**config.mk**
```make
export PLATFORM = sky130hd
export DESIGN_NAME = i2c_cfg_sequencer
export DESIGN_NICKNAME = d
export VERILOG_FILES = /design/src/rtl/i2c_cfg_sequencer.sv
export SDC_FILE = /design/constraint.sdc
export NUM_CORES = 1
export LEC_CHECK = 0
export CAP_MARGIN = 10
export CORE_MARGIN = 2
export CORE_UTILIZATION = 49
export CTS_CLUSTER_SIZE = 25
export DETAILED_ROUTE_END_ITERATION = 10
export GPL_TIMING_DRIVEN = 0
export PLACE_DENSITY = 0.93
export SYNTH_ARGS = -nofsm -noshare
export SYNTH_HDL_FRONTEND = slang
export SYNTH_SLANG_ARGS = --single-unit
```
**constraint.sdc**
```tcl
create_clock -name I2C_clk -period 5.56 [get_ports I2C_clk]
set_clock_uncertainty 0.05 [all_clocks]
set_input_delay 0.556 -clock I2C_clk [delete_from_list [all_inputs] [get_ports I2C_clk]]
set_output_delay 0.556 -clock I2C_clk [all_outputs]
set_load 0.02 [all_outputs]
```
**src/rtl/i2c_cfg_sequencer.sv**
```systemverilog
// i2c_cfg_sequencer: walks a register-write table at boot and hands each
// {Addr,SubAddrH,SubAddrL,Data} entry to an I2C write master, one at a time.
// Optional feature macro: I2C_CFG_RETRY_EN (re-send a NACKed or timed-out entry
// up to MAX_RETRY extra times before giving up).
module i2c_cfg_sequencer #(
  parameter int NUM_ENTRIES   = 16,
  parameter int IDX_W         = 4,
  parameter int GAP_CYCLES    = 100,
  parameter int START_TIMEOUT = 16,
  parameter int MAX_RETRY     = 3
) (
  input  logic             I2C_clk,
  input  logic             reset,
  input  logic             start,
  output logic [IDX_W-1:0] tbl_idx,
  input  logic [31:0]      tbl_entry,
  output logic [7:0]       Addr,
  output logic [7:0]       SubAddrH,
  output logic [7:0]       SubAddrL,
  output logic [7:0]       Data,
  output logic             write,
  input  logic             ready,
  input  logic             errory,
  output logic             busy,
  output logic             done,
  output logic             fail,
  output logic [IDX_W-1:0] fail_idx
);

  // One counter serves both the start timeout and the inter-transfer gap.
  localparam int CNT_MAX = (GAP_CYCLES > START_TIMEOUT) ? GAP_CYCLES : START_TIMEOUT;
  localparam int CNT_W   = $clog2(CNT_MAX + 1);
  localparam logic [CNT_W-1:0] GAP_END = CNT_W'(GAP_CYCLES - 1);
  localparam logic [CNT_W-1:0] TO_END  = CNT_W'(START_TIMEOUT - 1);
  localparam logic [IDX_W-1:0] LAST    = IDX_W'(NUM_ENTRIES - 1);

  typedef enum logic [3:0] {
    S_IDLE, S_FETCH, S_ISSUE, S_WAIT_BUSY, S_WAIT_DONE,
    S_GAP, S_ERR, S_RGAP, S_DONE, S_FAIL
  } state_t;

  state_t           state, state_n;
  logic [CNT_W-1:0] cnt;
  logic [IDX_W-1:0] idx;
  logic             launch;   // start accepted from a resting state
  logic             retry_ok; // ERR may go round again instead of failing

`ifdef I2C_CFG_RETRY_EN
  localparam int RTY_W = (MAX_RETRY < 1) ? 1 : $clog2(MAX_RETRY + 1);
  logic [RTY_W-1:0] retry;

  assign retry_ok = (retry < RTY_W'(MAX_RETRY));

  // Attempts made on the current entry; reset whenever a new entry begins.
  always_ff @(posedge I2C_clk or posedge reset) begin
    if (reset)                                retry <= '0;
    else if (launch)                          retry <= '0;
    else if (state == S_GAP && state_n == S_FETCH) retry <= '0;
    else if (state == S_ERR && state_n == S_RGAP)  retry <= retry + 1'b1;
  end
`else
  assign retry_ok = 1'b0;
`endif

  assign launch  = start && (state == S_IDLE || state == S_DONE || state == S_FAIL);
  assign tbl_idx = idx;
  assign busy    = !(state == S_IDLE || state == S_DONE || state == S_FAIL);
  assign done    = (state == S_DONE);
  assign fail    = (state == S_FAIL);

  // State register.
  always_ff @(posedge I2C_clk or posedge reset) begin
    if (reset) state <= S_IDLE;
    else       state <= state_n;
  end

  // Next state and the single-cycle write strobe.
  always_comb begin
    state_n = state;
    write   = 1'b0;
    case (state)
      S_IDLE, S_DONE, S_FAIL: if (start) state_n = S_FETCH;
      S_FETCH:                state_n = S_ISSUE;
      S_ISSUE: begin
        if (ready) begin
          write   = 1'b1;
          state_n = S_WAIT_BUSY;
        end
      end
      // ready falling is checked first so it beats a simultaneous timeout.
      S_WAIT_BUSY: begin
        if (!ready)             state_n = S_WAIT_DONE;
        else if (cnt == TO_END) state_n = S_ERR;
      end
      S_WAIT_DONE: if (ready) state_n = errory ? S_ERR : S_GAP;
      S_GAP:       if (cnt == GAP_END) state_n = (idx == LAST) ? S_DONE : S_FETCH;
      S_ERR:       state_n = retry_ok ? S_RGAP : S_FAIL;
      S_RGAP:      if (cnt == GAP_END) state_n = S_ISSUE;
      default:     state_n = S_IDLE;
    endcase
  end

  // Cycle counter runs only in timed states and restarts on every state change.
  always_ff @(posedge I2C_clk or posedge reset) begin
    if (reset)                                   cnt <= '0;
    else if (state_n != state)                   cnt <= '0;
    else if (state == S_WAIT_BUSY || state == S_GAP || state == S_RGAP)
                                                 cnt <= cnt + 1'b1;
  end

  // Table index: back to 0 on launch, advance after a good entry's gap.
  always_ff @(posedge I2C_clk or posedge reset) begin
    if (reset)                                     idx <= '0;
    else if (launch)                               idx <= '0;
    else if (state == S_GAP && state_n == S_FETCH) idx <= idx + 1'b1;
  end

  // Master payload is loaded only in FETCH, so it stays put for the whole transfer.
  always_ff @(posedge I2C_clk or posedge reset) begin
    if (reset)                 {Addr, SubAddrH, SubAddrL, Data} <= '0;
    else if (state == S_FETCH) {Addr, SubAddrH, SubAddrL, Data} <= tbl_entry;
  end

  // Capture which entry gave up.
  always_ff @(posedge I2C_clk or posedge reset) begin
    if (reset)                                    fail_idx <= '0;
    else if (state == S_ERR && state_n == S_FAIL) fail_idx <= idx;
  end

endmodule

```
### After elaboration in Yosys (flattened, before gate mapping)

Index checks and enable logic that the tools add are counted.
Widths: inputs -> output; s select.

| storage, ports and cells | value |
|---|---|
| memory bits (writable) | 0 |
| register bits after elaboration | 51 |
| memory bits (read-only) | 0 |
| memories | 0 |
| latch bits | 0 |

| cells by class | value |
|---|---|
| multiplexer cells | 16 |
| $add $sub $neg | 2 |
| bitwise operators | 0 |
| divide/modulo/power cells | 0 |
| eq/ne operators | 15 |
| multipliers | 0 |
| shift operators | 0 |
| reductions and logical operators | 12 |
| order comparisons | 0 |

Operator list:

| kind | count |
|---|---|
| $mux 4 | 10 |
| $pmux 4 s8 | 1 |
| $eq 4x3->1 const B | 4 |
| $eq 4x4->1 const B | 4 |
| $mux 7 | 2 |
| $eq 4x1->1 const B | 2 |
| $eq 4x2->1 const B | 2 |
| $add 7x1->7 const B | 1 |
| $eq 7x4->1 const B | 1 |
| $eq 7x7->1 const B | 1 |
| $add 4x1->4 const B | 1 |
| $logic_not 4->1 | 1 |
| $logic_or 1x1->1 | 4 |
| $ne 4x4->1 | 1 |
| $reduce_bool 2->1 | 2 |
| $logic_and 1x1->1 | 3 |
| $reduce_or 3->1 | 1 |
| $mux 1 | 2 |
| $mux 2 | 1 |
| $logic_not 1->1 | 1 |

### Longest topological paths before layout

Gate-level depths: netlist of the first run.

| depth | value |
|---|---|
| depth in word-level cells | 8 |
| mapped depth | 6 |

### Worst setup path after synthesis of the first run

No wires, ideal clock.

| timing | value |
|---|---|
| kind | register to register |
| start | register idx[0], in the netlist tbl_idx[0] |
| end | register cnt[1] |
| arrival time | 1.746 ns |
| slack | 3.670 ns |
| cell stages (with the launch flop) | 7 |
| buffers on the path | 0 |
| library setup time | 0.094 ns |
| period minus slack after synthesis | 1.890 ns |
| cells stage by stage | dfrtp_1 -> ha_1 -> and3_1 -> nor3_2 -> a311oi_2 -> nand4b_2 -> a221oi_2 |

| on the way | value |
|---|---|
| word-level cells in the longest chain between the ends | 6 |

RTL lines:

| what | line | source |
|---|---|---|
| start: declaration | 44 | `logic [IDX_W-1:0] idx;` |
| start signal: assignment | 115 | `else if (state == S_GAP && state_n == S_FETCH) idx <= idx + 1'b1;` |
| $eq 4x4->1 (*) | 96 | `S_GAP: if (cnt == GAP_END) state_n = (idx == LAST) ? S_DONE : S_FETCH;` |
| $mux 4 (*) (2 in series) | 96 |  |
| $pmux 4 s8 (*) | 81 | `case (state)` |
| $ne 4x4->1 (*) | 106 | `else if (state_n != state) cnt <= '0;` |
| $mux 7 or $reduce_bool 2->1 (tied branches) | n/a |  |
| end signal: assignment | 108 | `cnt <= cnt + 1'b1;` |
| end: declaration | 43 | `logic [CNT_W-1:0] cnt;` |

Every way passes the cells marked *; elsewhere a longest branch is shown, timed or not.
A chain may end at the register's enable or synchronous reset.

### Worst setup path after layout of the first run

| timing | value |
|---|---|
| start | register state[0] |
| end | output done |

| on the way | value |
|---|---|
| word-level cells in the longest chain between the ends | 1 |

RTL lines:

| what | line | source |
|---|---|---|
| start: declaration | 42 | `state_t state, state_n;` |
| start signal: assignment | 74 | `else state <= state_n;` |
| $eq 4x4->1 | 68 | `assign done = (state == S_DONE);` |
| end: declaration | 25 | `output logic done,` |

Every way passes these cells.

==> results of run 1 <==
==> cell type report <==
type | instances | area [µm²] | share of cell area
timing repair buffer | 81 | 821 | 0.244
buffer | 8 | 45.0 | 0.0134
tap | 54 | 67.6 | 0.0201
multi-input combinational | 126 | 1020 | 0.303
clock buffer | 6 | 82.6 | 0.0245
clock inverter | 2 | 38.8 | 0.0115
inverter | 4 | 15.0 | 0.00446
sequential | 51 | 1280 | 0.379
==> metrics by stage <==
stage,hold slack [ps],setup WS [ps],util
2_1_floorplan,504,3670,-
3_3_place_gp,416,2760,0.687
3_5_place_dp,435,3010,0.691
4_1_cts,458,3000,0.717
5_1_grt,478,2890,0.717
6_report,454,2990,0.717
==> per-layer routing <==
layer / vias to the layer above / part of all wire / global-route usage
met2: 70 / 0.53 / 0.370
li1: 859 / - / -
met5: - / 0 / 0
met1: 948 / 0.38 / 0.277
met3: 15 / 0.054 / 0.0631
met4: 0 / 0.034 / 0.107
==> power breakdown <==
group          switching (mW)  leakage, nW  internal (mW)  total [mW]
Combinational           0.502        0.717          0.491       0.993
Sequential             0.0738        0.637          0.516       0.590
Clock                   0.125       0.0618          0.148       0.273
Total                   0.701         1.42           1.16        1.86
==> worst max path at each step <==
stage	start	endpoint	slack (ps)	cells after the start
2_1_floorplan	tbl_idx[0]	cnt[1]	3670	6
3_3_place_gp	reset	fail_idx[3]	2760	2
3_5_place_dp	ready	write	3010	4
4_1_cts	state[0]	done	3000	4
5_1_grt	state[0]	done	2890	4
6_report	state[0]	done	2990	4
==> registers in the layout (all words and copies together) (netlist names) <==
register / flops
fail_idx: 4
Data: 8
Addr: 8
SubAddrL: 8
cnt: 7
tbl_idx: 4
SubAddrH: 8
state: 4
==> synth_stat cells (2+ instances only) <==
cell type / n / area, µm²
buf_2: 6 / 30.0
nand2b_1: 3 / 18.8
mux2_2: 35 / 394
and3_1: 4 / 25.0
or3_1: 4 / 25.0
nor2_1: 11 / 41.3
inv_1: 4 / 15.0
nor2b_1: 2 / 12.5
nor3_1: 6 / 30.0
a211oi_1: 7 / 52.6
o21ai_0: 6 / 30.0
xor2_1: 4 / 35.0
nand2_1: 10 / 37.5
dfrtp_1: 51 / 1280
mux2i_1: 2 / 20.0
nand2b_4: 2 / 27.5
nand3_1: 6 / 30.0
ha_1: 2 / 25.0
xnor2_1: 4 / 35.0
==> worst max-delay path, delay by kind of cell (launching register included) <==
family                 cells  cell delay (ps)
buffers and inverters      3             1050
AND/OR/NAND/NOR            1              230
flip-flops                 1              370
==> cells by family after synthesis <==
logic type / count (synthesis)
compound gates: 25
xor+xnor: 8
fa+ha+maj: 2
buf+inv: 12
flops: 51
mux: 38
simple gates: 53
==> cell usage in the layout, fill, tap and decap left out, types with 2 or more instances in the layout <==
cell	synthesis	routed
nand2b_4	2	2
nor2_1	11	11
mux2_2	35	35
a211oi_1	7	7
or3_1	4	4
nor3_1	6	6
xor2_1	4	4
nand2b_1	3	3
buf_2	6	6
mux2i_1	2	2
nand3_1	6	6
and3_1	4	4
inv_1	4	3
clkdlybuf4s50_1	0	80
ha_1	2	2
xnor2_1	4	4
nor2b_1	2	2
nand2_1	10	10
dfrtp_1	51	51
o21ai_0	6	6
clkbuf_8	0	6
==> summary.md, run 1 <==
| Metric | Value |
|---|---|
| Die Wd | `73.3 µm` |
| Fillers | `324` |
| DP HPWL | `4.21 mm` |
| Placed inst area | `3240 µm²` |
| Status | `completed` |
| Max-Cap Viols | `0` |
| Simple-gate area share of the yosys netlist | `0.126` |
| Via density | `5.70` |
| Critical Path Start Type | `flip-flop` |
| Post-Synth XOR/XNOR Area | `0.0298` |
| Final Critical Period | `2570 ps` |
| Cells after synthesis | `189` |
| Initial Utilization | `0.502` |
| CTS HTree Levels | `2` |
| GR Overflow Total | `0` |
| Core area | `4690 µm²` |
| Post-CTS sizing | `0` |
| Routed vias | `1892` |
| Setup violators final | `0` |
| Clock buffer depth | `2` |
| YS warnings | `0` |
| CTS Buf Count | `5` |
| Fin crit share | `0.463` |
| Crit Path Class | `flip-flop to primary output` |
| Nets | `316` |
| Post-synth EDFFs | `0` |
| Layout cell share with drive strength beyond 1 | `0.219` |
| Placed insts | `324` |
| Register bit total from synthesis | `51` |
| PD cells | `552 nW/µm²` |
| WP data arrival | `1970 ps` |
| Lkg Pwr | `1.42 nW` |
| TritonCTS clock tree | `built` |
| RR Startpoint | `state[0]` |
| Drt pass-1 iters | `4` |
| Area grow syn2layout | `42.9%` |
| Final Hold Violating Endpoints | `0` |
| Vias in the first global route | `1942` |
| Hold depth | `1` |
| Mean Syn Cell Area | `12.5 µm²` |
| Clock Sinks | `51` |
| Fmax | `389 MHz` |
| Crit-path max cell delay | `630 ps` |
| Post-Route WL | `5.70 mm` |
| Slew Limit Fails | `0` |
| Hold WC Path Type | `flip-flop to flip-flop` |
| Reg2reg end | `Addr[5]` |
| Synth Area in Adders | `0.0106` |
| Syn Nets | `228` |
| Post-Layout Cell Count | `332` |
| Final antenna-violating net count | `0` |
| Slew @ Worst Pin | `720 ps` |
| Asr flop ratio synth | `1.00` |
| Relative slew slack | `0.514` |
| DRC violations left | `0` |
| FF-to-FF setup slack | `3420 ps` |
| Distinct cells, synth | `39` |
| Crit path max fanout | `10` |
| Largest net degree at the start of global routing | `27` |
| Design Power | `1.86 mW` |
| Hold_buf cts | `0` |
| Synth Cell Area | `2350 µm²` |
| Root Driver | `clkbuf_8` |
| Gpl congestion | `0.897` |
| Chip height | `73.3 µm` |
| Row count | `25` |
| Post-CTS setup buffer count | `0` |
| Worst skew pair latency | `310 ps` |
| WL/cell | `17.2 µm` |
| Synth Flop Type | `dfrtp_1` |
| Global Route Usage Sum | `0.226` |
| First-pass GRT wire length | `9.18 mm` |
| PortBufs | `80` |
| Worst vdd ir | `0.331 mV` |
| Clock slew at reported path FFs | `100 ps` |
| Register-to-Register Path Depth | `5` |
| Drt initial violations | `114` |
| Synth Area in Compound Gates | `0.0850` |
| Worst path cell trace | `buf_2, clkbuf_1, nor3_1, clkdlybuf4s50_1` |
| Hold Crit Endpoint | `Data[4]` |
| Die area | `5380 µm²` |
| Num ports | `81` |
| Finished layout cell area | `3360 µm²` |
| Diode count | `0` |
| Fin Setup TNS | `0 ps` |
| CP required | `4950 ps` |
| CP max stage cell | `clkdlybuf4s50_1` |
| Post-synthesis sequential area ratio | `0.542` |
| Largest family of logic cells by synthesized area | `multiplexers` |
| Initial antenna violation count | `0` |
| RSZ-0062 raised after global routing | `false` |
| Setup crit end kind | `primary output` |
| Worst Hold Launch | `Data[4]` |
| Mux share of post-synthesis cell area | `0.181` |
Note: power is estimated with default switching activity, not from simulation.
==> run 2: changes to the inputs <==
CORE_UTILIZATION = 45   (was 49)
PLACE_DENSITY = 0.87   (was 0.93)
clock period = 2.5 ns   (was 5.56 ns; I/O delays follow)
==> run 2 against run 1 <==
Hold slack got worse by 220 ps; register-to-register slack worse by 3000 ps; final cell count is 4.8% higher; wire length shrank 9.7%; power grew 120%; critical endpoint unchanged.
==> summary.md, run 2 (synthesis results as in run 1) <==
| Metric | Value |
|---|---|
| Setup violators final | `0` |
| Post-Route WL | `5.14 mm` |
| Gpl congestion | `0.866` |
| Root Driver | `clkbuf_8` |
| Design Power | `4.07 mW` |
| DRC violations left | `0` |
| Core area | `5070 µm²` |
| PortBufs | `80` |
| Slew @ Worst Pin | `543 ps` |
| First-pass GRT wire length | `8.76 mm` |
| Nets | `316` |
| Leading cell type in the layout, fill and taps excluded | `clkdlybuf4s50_1` |
| Crit path max fanout | `10` |
| CP required | `2200 ps` |
| Relative slew slack | `0.635` |
| Initial Utilization | `0.464` |
| WL/cell | `14.8 µm` |
| Status | `completed` |
| Clock buffer depth | `2` |
| Final Critical Period | `2250 ps` |
| Routed vias | `1809` |
| Initial antenna violation count | `0` |
| Worst hold slack | `233 ps` |
| Lkg Pwr | `1.42 nW` |
| Critical Path Start Type | `flip-flop` |
| Drt pass-1 iters | `4` |
| Clock slew at reported path FFs | `90 ps` |
| Clock Sinks | `51` |
| Setup crit end kind | `primary output` |
| GR Overflow Total | `0` |
| Num ports | `81` |
| CTS HTree Levels | `2` |
| PD cells | `1200 nW/µm²` |
| Diode count | `0` |
| Crit Path Class | `flip-flop to primary output` |
| Worst vdd ir | `0.540 mV` |
| Post-CTS sizing | `0` |
| Row count | `26` |
| Crit-path max cell delay | `640 ps` |
| Layout cell share with drive strength beyond 1 | `0.219` |
| Area grow syn2layout | `43.7%` |
| Largest net degree at the start of global routing | `32` |
| CTS Buf Count | `5` |
| Placed insts | `340` |
| Die Wd | `76.3 µm` |
| Vias in the first global route | `1819` |
| Commonest non-fill, non-tap cells in the layout | `clkdlybuf4s50_1 (80), dfrtp_1 (51), mux2_2 (35), nor2_1 (11), nand2_1 (10)` |
| DP HPWL | `3.90 mm` |
| Die area | `5830 µm²` |
| Slew Limit Fails | `0` |
| Worst skew pair latency | `300 ps` |
| Max-Cap Viols | `0` |
| Hold WC Path Type | `input port to asynchronous set/reset pin` |
| RSZ-0062 raised after global routing | `false` |
| Final antenna-violating net count | `0` |
| WP buf/inv | `3` |
| Final Hold Violating Endpoints | `0` |
| Chip height | `76.3 µm` |
| Post-Layout Cell Count | `348` |
| WP data arrival | `1950 ps` |
| Fillers | `417` |
| Fin Setup TNS | `0 ps` |
| Hold_buf cts | `0` |
| Family with the most delay on the worst path | `buffers and inverters` |
| Via density | `5.20` |
| Global Route Usage Sum | `0.187` |
| Worst path cell trace | `buf_2, clkbuf_1, nor3_1, clkdlybuf4s50_1` |
| TritonCTS clock tree | `built` |
| Post-CTS setup buffer count | `0` |
| Drt initial violations | `102` |
| CP max stage cell | `clkdlybuf4s50_1` |
| Fmax | `445 MHz` |
| Fin crit share | `0.899` |
==> run 2: stage by stage <==
stage	cell area [µm²]	setup slack, ps	utilization
floorplan	2350	610	-
global placement	3240	10.1	0.639
detailed placement	3260	452	0.643
CTS	3380	257	0.667
global route	3380	145	0.667
finish	3380	252	0.667
==> run 2: final timing paths <==
path / from / end / depth (start not counted) / slack [ps]
min in group I2C_clk: Data[4] / Data[4] / 1 / 460
max reg2reg: cnt[0] / cnt[6] / 6 / 470
min reg2reg: Data[4] / Data[4] / 1 / 460
min: reset / Addr[3] / 2 / 230
max: state[0] / done / 4 / 250
max in group asynchronous: reset / cnt[2] / 3 / 1650
==> run 2: worst reg2reg max path, delay by kind of cell (launching register included) <==
kind,cells,cell delay [ps]
AO/OA/AOI/OAI,2,680
flip-flops,1,410
AND/OR/NAND/NOR,3,590
adder cells (fa/ha/maj),1,210
==> run 2: routing by layer <==
layer	up-vias	part of all wire	global-route usage
met5	-	0	0
met1	870	0.43	0.235
met3	9	0.067	0.0498
met4	0	0.015	0.0527
met2	69	0.49	0.318
li1	861	-	-
==> run 2: final cells by class <==
cell class / count / area, µm² / area share
plain buffers: 8 / 45.0 / 0.0133
clock buffers: 6 / 82.6 / 0.0244
multi-input cells: 126 / 1020 / 0.301
repair buffers: 81 / 821 / 0.243
clock inverters: 2 / 38.8 / 0.0115
well taps: 70 / 87.6 / 0.0259
flip-flops and latches: 51 / 1280 / 0.377
inverters: 4 / 15.0 / 0.00444
==> run 2: power breakdown <==
part / leakage [nW] / internal, mW / switching (mW) / total (mW)
Combinational: 0.717 / 1.09 / 1.08 / 2.17
Sequential: 0.637 / 1.15 / 0.152 / 1.30
Clock: 0.0618 / 0.329 / 0.270 / 0.600
==> RTL edit 1: new RTL, config.mk and constraints of run 2 <==
Encoding of `state_t`: now one-hot (10 bits for 10 states).
--- a/src/rtl/i2c_cfg_sequencer.sv
+++ b/src/rtl/i2c_cfg_sequencer.sv
@@ -34,9 +34,9 @@
   localparam logic [CNT_W-1:0] TO_END  = CNT_W'(START_TIMEOUT - 1);
   localparam logic [IDX_W-1:0] LAST    = IDX_W'(NUM_ENTRIES - 1);
 
-  typedef enum logic [3:0] {
-    S_IDLE, S_FETCH, S_ISSUE, S_WAIT_BUSY, S_WAIT_DONE,
-    S_GAP, S_ERR, S_RGAP, S_DONE, S_FAIL
+  typedef enum logic [9:0] {
+    S_IDLE = 10'b0000000001, S_FETCH = 10'b0000000010, S_ISSUE = 10'b0000000100, S_WAIT_BUSY = 10'b0000001000, S_WAIT_DONE = 10'b0000010000,
+    S_GAP = 10'b0000100000, S_ERR = 10'b0001000000, S_RGAP = 10'b0010000000, S_DONE = 10'b0100000000, S_FAIL = 10'b1000000000
   } state_t;
 
   state_t           state, state_n;
Function: same outputs for any inputs over 10 cycles, from zero or initial values and one cycle with reset high; not proved beyond that.
==> RTL edit 1 against run 2 <==
Via count grew 16%. Routed wire length grew 21%. Sequential cell count grew 6. Cell area grew 15%. Hold slack lost 25 ps. Synthesized area grew 19%. Sequential power grew 7%. Total power shrank 3.1%. Setup slack lost 100 ps. Register-to-register slack lost 300 ps. Global-route usage grew 0.40 points. Clock power grew 19%. Largest cell class unchanged.
==> RTL edit 1: results (changes against run 2) <==
Detailed routing
  – DRT Wirelength: 6220 um (+21%)
  – Starting DRT DRC Count: 56 (-45%)
  – Vias per cell: 5.33 (+2.6%)

Global routing
  – Largest net degree at the start of global routing: 38 (+19%)
  – Total Routing Usage GR: 0.191 (+0.00402)
  – First-pass GRT wire length: 10300 um (+18%)
  – Vias in the first global route: 2210 (+21%)

STA
  – Rel. slew slack: 0.684 (+0.0489)
  – Final Critical Period: 2350 ps (+103 ps)

Setup path
  – Critical Path AT: 2050 ps (+100 ps)
  – CP peak stage delay: 360 ps (-280 ps)
  – CP Max Fanout: 10 (unchanged)
  – CP max stage cell: or3_1
  – Cell family with most CP delay: simple AND/OR/NAND/NOR gates

Synth
  – Asr flop ratio synth: 1.00 (unchanged)
  – Most common library cells after synthesis: dfrtp_1 (56), mux2_2 (36), nor2_1 (18)
  – Largest family of logic cells by synthesized area: simple AND/OR/NAND/NOR gates
  – Adder-cell share of the synthesized area: 0.00892 (-0.00171)
  – Xor/xnor cell area share of the yosys netlist: 0.0437 (+0.0139)
  – Post-synthesis mux area share: 0.152 (-0.0291)
  – Synth cell types: 57 (+46%)
  – Synthesized Nets: 261 (+14%)
  – Area contributors post-synth: dfrtp_1 (50%), mux2_2 (14%), xor2_1 (2.8%)
  – Synth Area in Compound Gates: 0.0606 (-0.0244)
  – Mapped Cells: 222 (+17%)

Final layout
  – Fin nets: 354 (+12%)
  – Layout cells sized above 1: 0.281 (+0.0618)
  – Final std cells w/o fill: 395 (+14%)

Clock tree
  – Clk_lat worst skew: 330 ps (+30 ps)
  – Cts bufs inserted: 9 (+4)
  – H-tree Lvls: 3 (+1)
  – Clk slew on worst S/H paths: 60 ps (-30 ps)

Placement
  – DPL Wire Length: 4550 um (+17%)
  – Post-Place Cells: 378 (+11%)
  – GPL Wtd Cong: 0.822 (-5.0%)

Outcome
  – Outcome: complete, no violations

Power and ir drop
  – Leak Pwr: 1.65 nW (+16%)
  – Peak supply drop: 0.754 mV (+40%)
  – P_int: 2.52 mW (-2.1%)
RTL edit 1: cell types whose count changed in the layout (fill, tap and decap cells not counted), moves of 4 or more:
| cell | run 2 | this run |
|---|---|---|
| nand2_1 | 10 | 5 |
| xor2_1 | 4 | 9 |
| nor2_1 | 11 | 17 |
| clkdlybuf4s50_1 | 80 | 76 |
| clkinv_2 | 0 | 4 |
| nand4_1 | 0 | 8 |
| dfrtp_1 | 51 | 56 |
| a211oi_1 | 7 | 3 |
RTL edit 1: cell families after synthesis:
family          count (synthesis)
fa+ha+maj                       2
mux                            38
buf+inv                        16
xor+xnor                       14
compound gates                 22
simple gates                   73
flops                          57
RTL edit 1: metal layers:
layer / vias up / global-route usage / share of wire
met4: 0 / 0.104 / 0.022
met3: 10 / 0.0666 / 0.080
li1: 996 / - / -
met2: 82 / 0.307 / 0.48
met1: 1019 / 0.223 / 0.41
met5: - / 0 / 0
RTL edit 1: path summary, 6_finish.rpt:
path	from	endpoint	slack, ps	cells past startpoint
max	state[6]	fail	150	6
min	reset	Addr[3]	210	2
max reg2reg	cnt[0]	state[5]	170	6
max in group asynchronous	reset	state[0]	1580	3
min reg2reg	SubAddrL[3]	SubAddrL[3]	450	1
min in group I2C_clk	SubAddrL[3]	SubAddrL[3]	450	1
RTL edit 1: cell type report:
cell class | instances | area share
tap | 75 | 0.0241
clock buffer | 10 | 0.0328
buffer | 10 | 0.0167
inverter | 6 | 0.00579
multi-input combinational | 149 | 0.335
sequential | 57 | 0.367
clock inverter | 6 | 0.00901
timing repair buffer | 82 | 0.210
RTL edit 1: what timing repair did:
action | CTS | global route
gates resized for setup | 11 | 2
setup endpoints to repair | 4 | 2
pin swaps | 1 | 1
buffers inserted | 0 | 1
RTL edit 1: power by group through the flow:
stage               registers (mW)  clock network (mW)  logic [mW]
finish                        1.39               0.712        1.84
global route                  1.42               0.782        1.96
CTS                           1.39               0.736        1.86
detailed placement            1.40                   0        1.85
global placement              1.38                   0        1.82
floorplan                     1.72                   0       0.728
RTL edit 1: stage by stage:
step / setup slack [ps] / utilization / setup TNS, ps / cell area, sq um / hold slack [ps]
after floorplan: 402 / - / 0 / 2810 / 309
after CTS: 37.8 / 0.650 / 0 / 3890 / 212
after detailed placement: 7.03 / 0.621 / 0 / 3720 / 442
final: 149 / 0.649 / 0 / 3890 / 208
after global routing: 38.6 / 0.649 / 0 / 3890 / 256
after global placement: -226 / 0.618 / -12490 / 3700 / 437
==> RTL edit 2: new RTL, config.mk and constraints of run 2 <==
Without the edit above. The parameter `NUM_ENTRIES` goes from 16 to 8.
--- a/src/rtl/i2c_cfg_sequencer.sv
+++ b/src/rtl/i2c_cfg_sequencer.sv
@@ -3,7 +3,7 @@
 // Optional feature macro: I2C_CFG_RETRY_EN (re-send a NACKed or timed-out entry
 // up to MAX_RETRY extra times before giving up).
 module i2c_cfg_sequencer #(
-  parameter int NUM_ENTRIES   = 16,
+  parameter int NUM_ENTRIES   = 8,
   parameter int IDX_W         = 4,
   parameter int GAP_CYCLES    = 100,
   parameter int START_TIMEOUT = 16,
Function: no difference found for any inputs over 10 cycles, from zero or initial values and one cycle with reset high; that may be too few to reach the edited logic, so the function may still have changed.
==> RTL edit 2 against run 2 <==
Total power grew 1.3%. Routed wire length grew 2.4%. Count of clock-buffer cells in the layout fell by 1. Highest routed layer unchanged. Synthesized area rose by 1.3%. Sequential cell count did not move. Largest cell class unchanged. Fmax decreased by 2.3%. Hold slack lost 41 ps. Setup slack worse by 53 ps. Cell area is 0.67% higher.
==> RTL edit 2: results (changes against run 2) <==
Synth
  – Register area share after synthesis: 0.535 (-0.00711)
  – Most common library cells after synthesis: dfrtp_1 (51), mux2_2 (33), nand2_1 (11), nor2_1 (11), nor3_1 (11)
  – Synth cell types: 45 (+15%)
  – Synthesized Nets: 230 (+0.88%)
  – Area contributors post-synth: dfrtp_1 (53%), mux2_2 (16%), nor3_1 (2.3%)
  – Asr flop ratio synth: 1.00 (unchanged)
  – Synth Area in Compound Gates: 0.0619 (-0.0231)
  – Yosys warning count: 0 (unchanged)
  – Post-synthesis mux area share: 0.184 (+0.00340)
  – Adder-cell share of the synthesized area: 0.0105 (-0.000139)
  – Xor/xnor cell area share of the yosys netlist: 0.0330 (+0.00328)

Final layout
  – Layout cells sized above 1: 0.211 (-0.00795)
  – Fin nets: 317 (+0.32%)
  – N_diodes: 0 (unchanged)

STA
  – Rel. slew slack: 0.573 (-0.0625)

Power and ir drop
  – Leak Pwr: 1.44 nW (+1.5%)
  – Peak supply drop: 0.694 mV (+28%)

Global routing
  – Total Routing Usage GR: 0.184 (-0.00265)
  – Vias in the first global route: 1812 (-0.38%)
  – First-pass GRT wire length: 8650 um (-1.3%)
  – Largest net degree at the start of global routing: 36 (+13%)
  – Antenna violations before repair: 0 (unchanged)

Placement
  – Place WS: 174 ps (-277 ps)
  – I/O Buffers: 80 (unchanged)
  – GPL Wtd Cong: 0.842 (-2.8%)
  – DPL Wire Length: 4030 um (+3.3%)

Clock tree
  – CTS max path bufs: 2 (unchanged)
  – Clock root buffer: clkbuf_8
  – H-tree Lvls: 2 (unchanged)
  – Post-cts resize count: 0 (unchanged)
  – Clk_lat worst skew: 300 ps (about the same)
  – Clk slew on worst S/H paths: 90 ps (about the same)
  – Cts bufs inserted: 5 (unchanged)
  – Setup bufs post-CTS: 0 (unchanged)

Outcome
  – Outcome: complete, no violations

Detailed routing
  – Vias post-DR: 1802 (-0.39%)
  – WL per Instance: 15.1 um (+2.1%)
  – Drt first pass iters: 4 (unchanged)
  – Starting DRT DRC Count: 114 (+12%)

Setup path
  – Critical Path AT: 2000 ps (+50 ps)
  – CP Max Fanout: 16 (+6)

Min path
  – Worst hold path type: input port to async pin
[RTL edit 2: cell count changes after synthesis, sizes merged, moves of 2 or more]
cell	delta
or3	-4
a211oi	-6
a31oi	+2
nand3	-3
a311oi	-2
o21ai	-5
nor3	+5
o2111ai	+2
[RTL edit 2: final cells by class]
cell class / instances / area (sq um)
sequential: 51 / 1280
clock buffer: 5 / 68.8
multi-input combinational: 127 / 1050
clock inverter: 3 / 47.5
fill: 411 / 1700
buffer: 7 / 35.0
inverter: 5 / 18.8
tap: 70 / 87.6
timing repair buffer: 81 / 821
[RTL edit 2: report_power, final]
part           total (mW)  switching (mW)  internal [mW]  leakage [nW]
Sequential           1.34           0.198           1.15         0.637
Combinational        2.19            1.07           1.11         0.741
Clock               0.588           0.284          0.304        0.0587
[RTL edit 2: cells by family after synthesis]
logic type               after synthesis
XOR/XNOR                               9
buffers and inverters                 13
flip-flops                            51
AND/OR/NAND/NOR                       60
multiplexers                          39
AO/OA/AOI/OAI                         17
adder cells (fa/ha/maj)                2
[RTL edit 2: path summary, 6_finish.rpt]
| kind | from | endpoint | slack (ps) | cells after the start |
|---|---|---|---|---|
| worst min-delay path | reset | SubAddrH[2] | 190 | 2 |
| worst max register to register | state[1] | cnt[1] | 290 | 5 |
| min in group I2C_clk | Data[2] | Data[2] | 440 | 1 |
| worst min register to register | Data[2] | Data[2] | 440 | 1 |
| max in group asynchronous | reset | Data[2] | 1710 | 3 |
| worst max-delay path | state[1] | write | 200 | 3 |
[RTL edit 2: metal layers]
layer | global-route usage | vias to the layer above | part of all wire
met5 | 0 | - | 0
met4 | 0.0691 | 0 | 0.017
met3 | 0.0341 | 9 | 0.044
met2 | 0.321 | 55 | 0.52
met1 | 0.226 | 880 | 0.42
li1 | - | 858 | -
[RTL edit 2: stage by stage]
step / instances / utilization / cell area (sq um)
5_1_grt: 349 / 0.667 / 3410
3_5_place_dp: 342 / 0.645 / 3290
6_report: 349 / 0.667 / 3410
2_1_floorplan: 191 / - / 2390
3_3_place_gp: 341 / 0.641 / 3270
4_1_cts: 350 / 0.668 / 3410
[RTL edit 2: critical path, cell delays in order (launching register included)]
cell and delay [ps]:
dfrtp_1 620, nor2b_1 280, and3_1 200, clkdlybuf4s50_1 600
